===== config.mk =====
export PLATFORM = sky130hd
export DESIGN_NAME = rr_grant_scheduler
export DESIGN_NICKNAME = d
export VERILOG_FILES = /design/src/rtl/rr_sched_pkg.sv /design/src/rtl/decoder_param.sv /design/src/rtl/rr_pick.sv /design/src/rtl/rr_grant_scheduler.sv
export SDC_FILE = /design/constraint.sdc
export NUM_CORES = 1
export LEC_CHECK = 0
export ABC_CLOCK_PERIOD_IN_PS = 1270
export BUFFER_PORTS_ARGS = -buffer_cell sky130_fd_sc_hd__buf_4
export CAP_MARGIN = 10
export CORE_MARGIN = 2
export CORE_UTILIZATION = 29
export DETAILED_ROUTE_END_ITERATION = 16
export GPL_TIMING_DRIVEN = 0
export PLACE_DENSITY_LB_ADDON = 0.05
export SLEW_MARGIN = 20
export SYNTH_ARGS = -nofsm -noshare
export SYNTH_HDL_FRONTEND = slang
export SYNTH_SLANG_ARGS = --single-unit

===== constraint.sdc =====
create_clock -name clk -period 1.27 [get_ports clk]
set_input_delay 0.1905 -clock clk [delete_from_list [all_inputs] [get_ports clk]]
set_output_delay 0.1905 -clock clk [all_outputs]
set_load 0.01 [all_outputs]

===== src/rtl/rr_sched_pkg.sv =====
// Shared types and helpers for the round-robin grant scheduler.
package rr_sched_pkg;

    typedef enum logic {
        IDLE  = 1'b0,
        GRANT = 1'b1
    } state_t;

    // Number of requesters served for a given grant-index width.
    function automatic int num_req(input int idx_w);
        return 1 << idx_w;
    endfunction

endpackage


===== src/rtl/decoder_param.sv =====
// Binary-to-one-hot decoder with an active-high enable; all outputs low when disabled.
module decoder_param #(
    parameter int INPUT_WIDTH = 2
) (
    input  logic                          enable,
    input  logic [INPUT_WIDTH-1:0]        data_in,
    output logic [(1<<INPUT_WIDTH)-1:0]   data_out
);

    // Set exactly one output bit selected by data_in when enabled.
    always_comb begin
        data_out = '0;
        if (enable) begin
            data_out[data_in] = 1'b1;
        end
    end

endmodule


===== src/rtl/rr_pick.sv =====
// Combinational rotate-priority picker: first set request at or after ptr, wrapping mod N.
module rr_pick
    import rr_sched_pkg::*;
#(
    parameter int INPUT_WIDTH = 2
) (
    input  logic [num_req(INPUT_WIDTH)-1:0] req,
    input  logic [INPUT_WIDTH-1:0]          ptr,
    output logic                            found,
    output logic [INPUT_WIDTH-1:0]          idx
);

    localparam int N = num_req(INPUT_WIDTH);

    logic [INPUT_WIDTH-1:0] cand;

    // Walk candidates ptr, ptr+1, ... (natural INPUT_WIDTH-bit wrap) and keep the first hit.
    always_comb begin
        found = 1'b0;
        idx   = '0;
        cand  = '0;
        for (int k = 0; k < N; k++) begin
            cand = ptr + k[INPUT_WIDTH-1:0];
            if (!found && req[cand]) begin
                found = 1'b1;
                idx   = cand;
            end
        end
    end

endmodule


===== src/rtl/rr_grant_scheduler.sv =====
// Transaction-based round-robin scheduler driving a one-hot resource select.
// A grant is held until the owner pulses done; the pointer then rotates past the owner.
// Optional feature macro: RR_SCHED_TIMEOUT_EN forces release after MAX_HOLD grant cycles.
module rr_grant_scheduler
    import rr_sched_pkg::*;
#(
    parameter int INPUT_WIDTH = 2,
    parameter int MAX_HOLD    = 16
) (
    input  logic                            clk,
    input  logic                            rst,
    input  logic                            enable,
    input  logic [num_req(INPUT_WIDTH)-1:0] req,
    input  logic                            done,
    output logic [num_req(INPUT_WIDTH)-1:0] grant,
    output logic [INPUT_WIDTH-1:0]          grant_idx,
    output logic                            busy,
    output logic                            timeout
);

    if (MAX_HOLD < 1) begin : g_bad_max_hold
        $error("rr_grant_scheduler: MAX_HOLD must be at least 1");
    end

    state_t                 state_q, state_d;
    logic [INPUT_WIDTH-1:0] ptr_q, ptr_d;
    logic [INPUT_WIDTH-1:0] idx_q, idx_d;
    logic                   busy_q, busy_d;
    logic                   pick_found;
    logic [INPUT_WIDTH-1:0] pick_idx;
    logic                   release_now;

`ifdef RR_SCHED_TIMEOUT_EN
    localparam int CNT_W = (MAX_HOLD < 2) ? 1 : $clog2(MAX_HOLD + 1);

    logic [CNT_W-1:0] cnt_q, cnt_d;
    logic             timeout_q, timeout_d;
    logic             expire;
`endif

    rr_pick #(
        .INPUT_WIDTH (INPUT_WIDTH)
    ) u_pick (
        .req   (req),
        .ptr   (ptr_q),
        .found (pick_found),
        .idx   (pick_idx)
    );

    // Next-state logic: pick a new owner in IDLE, hold it in GRANT until released.
    always_comb begin
        state_d     = state_q;
        ptr_d       = ptr_q;
        idx_d       = idx_q;
        busy_d      = busy_q;
        release_now = 1'b0;
`ifdef RR_SCHED_TIMEOUT_EN
        cnt_d       = cnt_q;
        timeout_d   = 1'b0;
        expire      = 1'b0;
`endif
        case (state_q)
            IDLE: begin
                if (enable && pick_found) begin
                    state_d = GRANT;
                    idx_d   = pick_idx;
                    busy_d  = 1'b1;
`ifdef RR_SCHED_TIMEOUT_EN
                    cnt_d   = '0;
`endif
                end
            end
            GRANT: begin
`ifdef RR_SCHED_TIMEOUT_EN
                // The current cycle is the MAX_HOLD-th grant cycle when the count reads MAX_HOLD-1.
                expire      = (cnt_q == CNT_W'(MAX_HOLD - 1));
                release_now = done || expire;
                timeout_d   = expire && !done;
                cnt_d       = cnt_q + 1'b1;
`else
                release_now = done;
`endif
                if (release_now) begin
                    state_d = IDLE;
                    busy_d  = 1'b0;
                    ptr_d   = idx_q + 1'b1;
                end
            end
            default: begin
                state_d = IDLE;
                busy_d  = 1'b0;
            end
        endcase
    end

    // State registers; reset overrides any transaction in progress.
    always_ff @(posedge clk) begin
        if (rst) begin
            state_q <= IDLE;
            ptr_q   <= '0;
            idx_q   <= '0;
            busy_q  <= 1'b0;
        end else begin
            state_q <= state_d;
            ptr_q   <= ptr_d;
            idx_q   <= idx_d;
            busy_q  <= busy_d;
        end
    end

`ifdef RR_SCHED_TIMEOUT_EN
    // Hold counter and forced-release pulse.
    always_ff @(posedge clk) begin
        if (rst) begin
            cnt_q     <= '0;
            timeout_q <= 1'b0;
        end else begin
            cnt_q     <= cnt_d;
            timeout_q <= timeout_d;
        end
    end

    assign timeout = timeout_q;
`else
    assign timeout = 1'b0;
`endif

    decoder_param #(
        .INPUT_WIDTH (INPUT_WIDTH)
    ) u_decoder (
        .enable   (busy_q),
        .data_in  (idx_q),
        .data_out (grant)
    );

    assign grant_idx = idx_q;
    assign busy      = busy_q;

endmodule


## Word-level counts from Yosys, hierarchy flattened

Cells that the tools add are included.

- Bits in registers: 6
- Bits of input ports: 8
- Output and inout bits: 8
- Word-level logic and storage cells: 53

- $add $sub $neg: 4
- $lt $le $gt $ge: 6
- Equal/unequal tests: 2
- Muxes and demuxes: 25
- Bitwise logic cells: 1
- Reductions and logical operators: 11

Operators with widths:

| operator | number |
|---|---|
| < comparator 2 x 3 -> 1 bit, second input constant | 5 |
| two-way mux 1 bit | 13 |
| binary-select mux 1 bit (select 2 bit) | 4 |
| two-way mux 2 bit | 4 |
| AND reduction 2 bit | 3 |
| logical AND 1 bit | 5 |
| adder 2 x 1 -> 2 bit, second input constant | 2 |
| adder 2 bit, second input constant | 2 |
| two-way mux 4 bit | 1 |
| != test 2 bit, second input constant | 2 |
| one-hot mux 1 bit (2 select lines) | 2 |
| logical NOT 1 bit | 3 |
| demux 1 bit (select 2 bit) | 1 |
| greater-or-equal comparator 2 x 1 -> 1 bit, second input constant | 1 |
| NOT 1 bit | 1 |

## Logic depth before layout (Yosys ltp)

- Depth in word-level cells: 15
- Depth in mapped cells: 4
- Gate-level depth less buffers: 4

## Modules after synthesis

A second synthesis with hierarchy kept.

- Cell total of the unflattened synthesis: 45
- Area, all modules: 380.4 µm²

Modules (own cells, without submodules):

| module | times used | cells an instance | area an instance (µm²) | seq. area each (µm²) |
|---|---|---|---|---|
| rr_grant_scheduler | 1 | 26 | 265.3 | 120.1 |
| rr_pick | 1 | 15 | 77.6 | 0.0 |
| decoder_param | 1 | 4 | 37.5 | 0.0 |

## Least setup slack after synthesis

OpenSTA, ideal clock, no wires.

- Path kind: reg2out
- Start: register idx_q[0], in the netlist grant_idx[0]
- End: output grant[0]
- Data arrival time: 0.872 ns
- Data required time: 1.080 ns
- Setup slack: 0.207 ns
- Stages on the path, launching flop included: 4
- Buffers on the path: 0
- Cells stage by stage: dfxtp_1 inv_1 ha_1 and2_1

- Word-level cells in the longest chain between the ends: 5
- Elaborated cells between the ends (all ways): 6
- Those cells by class: order compare (2); mux (3); reduce/logical (1)

Ends and longest elaborated chain:

| item | line | source |
|---|---|---|
| start: declaration | rr_grant_scheduler.sv:27 | `logic [INPUT_WIDTH-1:0] idx_q, idx_d;` |
| start signal: assignment | rr_grant_scheduler.sv:106 | `idx_q <= idx_d;` |
| < comparator 2 x 3 -> 1 bit (implied by the code) / greater-or-equal comparator 2 x 1 -> 1 bit (equally long branches) | decoder_param.sv:14 | `data_out[data_in] = 1'b1;` |
| logical AND 1 bit (implied by the code) | decoder_param.sv:14 |  |
| two-way mux 1 bit (implied by the code) | decoder_param.sv:14 |  |
| demux 1 bit (select 2 bit) * | - |  |
| two-way mux 4 bit * | decoder_param.sv:13 | `if (enable) begin` |
| end: declaration | rr_grant_scheduler.sv:15 | `output logic [num_req(INPUT_WIDTH)-1:0] grant,` |

Mark *: on every way between the ends. The rest lies on a longest branch, timed or not.

## Worst setup path in the final report

- Start: register idx_q[1], in the netlist grant_idx[1]
- End: output grant[0]

Same word-level chain as after synthesis.

==> run summary <==
Layout Nets - 79
synthesized area - 392 µm²
P&R area growth vs syn - 50.2%
Fin Hold WS - 0.163 ns
critical path required time - 1.08 ns
dominant cell type by area after synthesis - dfxtp_1
die width - 40.8 µm
I/O Buffers - 14
Synth cell types - 19
vias in the first global route - 323
reg2reg end - ptr_q[1]$_SDFFE_PP0P_
final hold violations - 0
crit path max fanout - 5
routability cong. - 0.588
Skew-Pair Late Insertion Delay - 0.25 ns
io pins - 16
Post-Route WL - 813 µm
Sink Count - 6
initial antenna violation count - 0
Worst R2R Start - grant_idx[0]$_SDFFE_PP0P_
Place WS - 0.0334 ns
top cells by area, synth - dfxtp_1 (31%), ha_1 (13%), a21oi_1 (6.4%), and2_1 (6.4%), nand3b_4 (5.1%)
layout cells sized above 1 - 50.8%
# diodes - 0
CP Capture Type - primary output
post-cts hold buffer count - 0
worst hold path depth - 2
Final Cell Area - 588 µm²
FILL cells - 142
via count - 374
CTS Buffer Depth - 2
total CTS buffers - 3
Max Cap Viol - 0
first-pass GRT wire length - 1.35 mm
period utilization - 99.3%
Mean Syn Cell Area - 8.33 µm²
r2r setup slk - 0.32 ns
FF-to-FF path depth - 4
max-slew violation count - 0
sequential area share after synthesis - 30.7%
maximum vdd drop - 0.000503 V
initial core utilization - 30.5%
hold path start - rst
Post-Syn Nets - 59
DP Wirelength - 604 µm
f_max - 0.793 GHz
TritonCTS clock tree - done
Synth warnings - 0
Detailed Route Iter0 Violations - 6
vias per cell - 4.68
die area - 1660 µm²
Lkg Pwr - 0.257 nW
clock-pin slew on the worst setup and hold paths - 0.04 ns
largest net degree at the start of global routing - 9
commonest non-fill, non-tap cells in the layout - buf_4 (12), a21oi_1 (5), nor2_1 (5)
gr ovfl total - 0
core area - 1280 µm²
crit path DAT - 1.07 ns
worst hold path class - primary input to register
Startpoint Class - register
crit path time final - 1.26 ns
Die H - 40.8 µm
most common cell after layout, fill and taps aside - buf_4
Hold EP - ptr_q[1]$_SDFFE_PP0P_
Root Buffer Master - clkbuf_4
Avg WL per Cell - 10.2 µm
number of remaining DRC errors - 0
placed cell area - 515 µm²
WS Path Type - register to primary output
top cell type's share of synthesized area - 30.7%
Mapped Cells - 47
status - completed
RSZ-0062 raised after global routing - yes
H-tree levels - 1
# setup viols final - 0
Pwr Density - 849 nW/µm²
row count - 13
DR pass1 iterations - 4
worst clock skew - 0.00297 ns
Total GRT Usage - 13.1%
Final ANT Viol Nets - 0
post-route worst setup slack - 0.00949 ns
flops & latches, synth - 6
state kept, by name, indices dropped and copies added, names as in the netlist:
| name | flops |
|---|---|
| ptr_q | 2 |
| grant_idx | 2 |
| state_q | 1 |
| busy | 1 |
kinds of logic after synthesis:
kind of cell / share of synthesized area [%]
simple gates: 39.3
compound gates: 12.5
flops: 30.7
fa+ha+maj: 12.8
buf+inv: 3.84
other cells: 0.958
synthesized netlist by cell type (all sizes together):
library cell  instances
nor3                  1
nand2b                3
nand3                 1
o41ai                 2
and2                  4
ha                    4
nand3b                3
conb                  1
or4                   1
a31oi                 1
nor2                  5
nor2b                 2
nand2                 4
a21oi                 5
dfxtp                 6
or2b                  1
inv                   2
buf                   1
per-stage QoR:
stage / setup TNS [ns] / instances / power (mW) / util (%)
after floorplan: 0 / 47 / 0.267 / -
after global placement: 0 / 76 / 0.319 / 40.1
after detailed placement: 0 / 76 / 0.318 / 40.1
after CTS: -0.00399 / 80 / 0.508 / 45.1
after global routing: -0.0744 / 80 / 0.538 / 45.8
final: 0 / 80 / 0.499 / 45.8
routing by layer:
metal  part of all wire [%]  up-vias  track usage [%]
li1                       -      195                -
met5                      0        -                0
met4                   0.98        0             5.00
met2                     46       18             19.0
met3                     11        2             8.15
met1                     42      159             15.3
how the worst max path moves through the flow:
| stage | from | to | slack, ns | depth (start not counted) |
|---|---|---|---|---|
| after CTS | grant_idx[0]$_SDFFE_PP0P_ | grant[0] | -0.004 | 4 |
| after global placement | req[0] | grant_idx[1]$_SDFFE_PP0P_ | 0.03 | 5 |
| final | grant_idx[1]$_SDFFE_PP0P_ | grant[0] | 0.009 | 4 |
| after floorplan | grant_idx[0]$_SDFFE_PP0P_ | grant[0] | 0.21 | 3 |
| after detailed placement | req[0] | grant_idx[0]$_SDFFE_PP0P_ | 0.03 | 5 |
| after global routing | grant_idx[1]$_SDFFE_PP0P_ | grant[0] | -0.03 | 4 |
worst max-delay path, cell delays in order, from the launching register on:
cell,delay (ns)
dfxtp_4,0.36
inv_2,0.04
ha_2,0.16
and2_4,0.15
buf_6,0.11
report_power, final:
part           total, mW  leakage, nW  internal (mW)  switching [mW]
Sequential         0.212       0.0507          0.199          0.0138
Clock              0.175       0.0138          0.107          0.0680
Combinational      0.112        0.192         0.0638          0.0484
area by class of cell:
cell class	count	area [µm²]	share of cell area [%]
Buffer	1	7.51	1.28
Inverter	2	7.51	1.28
Sequential cell	6	128	21.7
Clock buffer	3	22.5	3.83
Multi-Input combinational cell	38	277	47.0
Tap cell	15	18.8	3.19
Timing Repair Buffer	15	128	21.7
repair_timing:
action,CTS,global route
gates resized for setup,15,3
pin swaps,1,1
buffers inserted,1,0
endpoints found under the setup margin,4,4
endpoints found under the hold margin,0,0
gates cloned,0,0
Power figures use the tool's default switching activity.
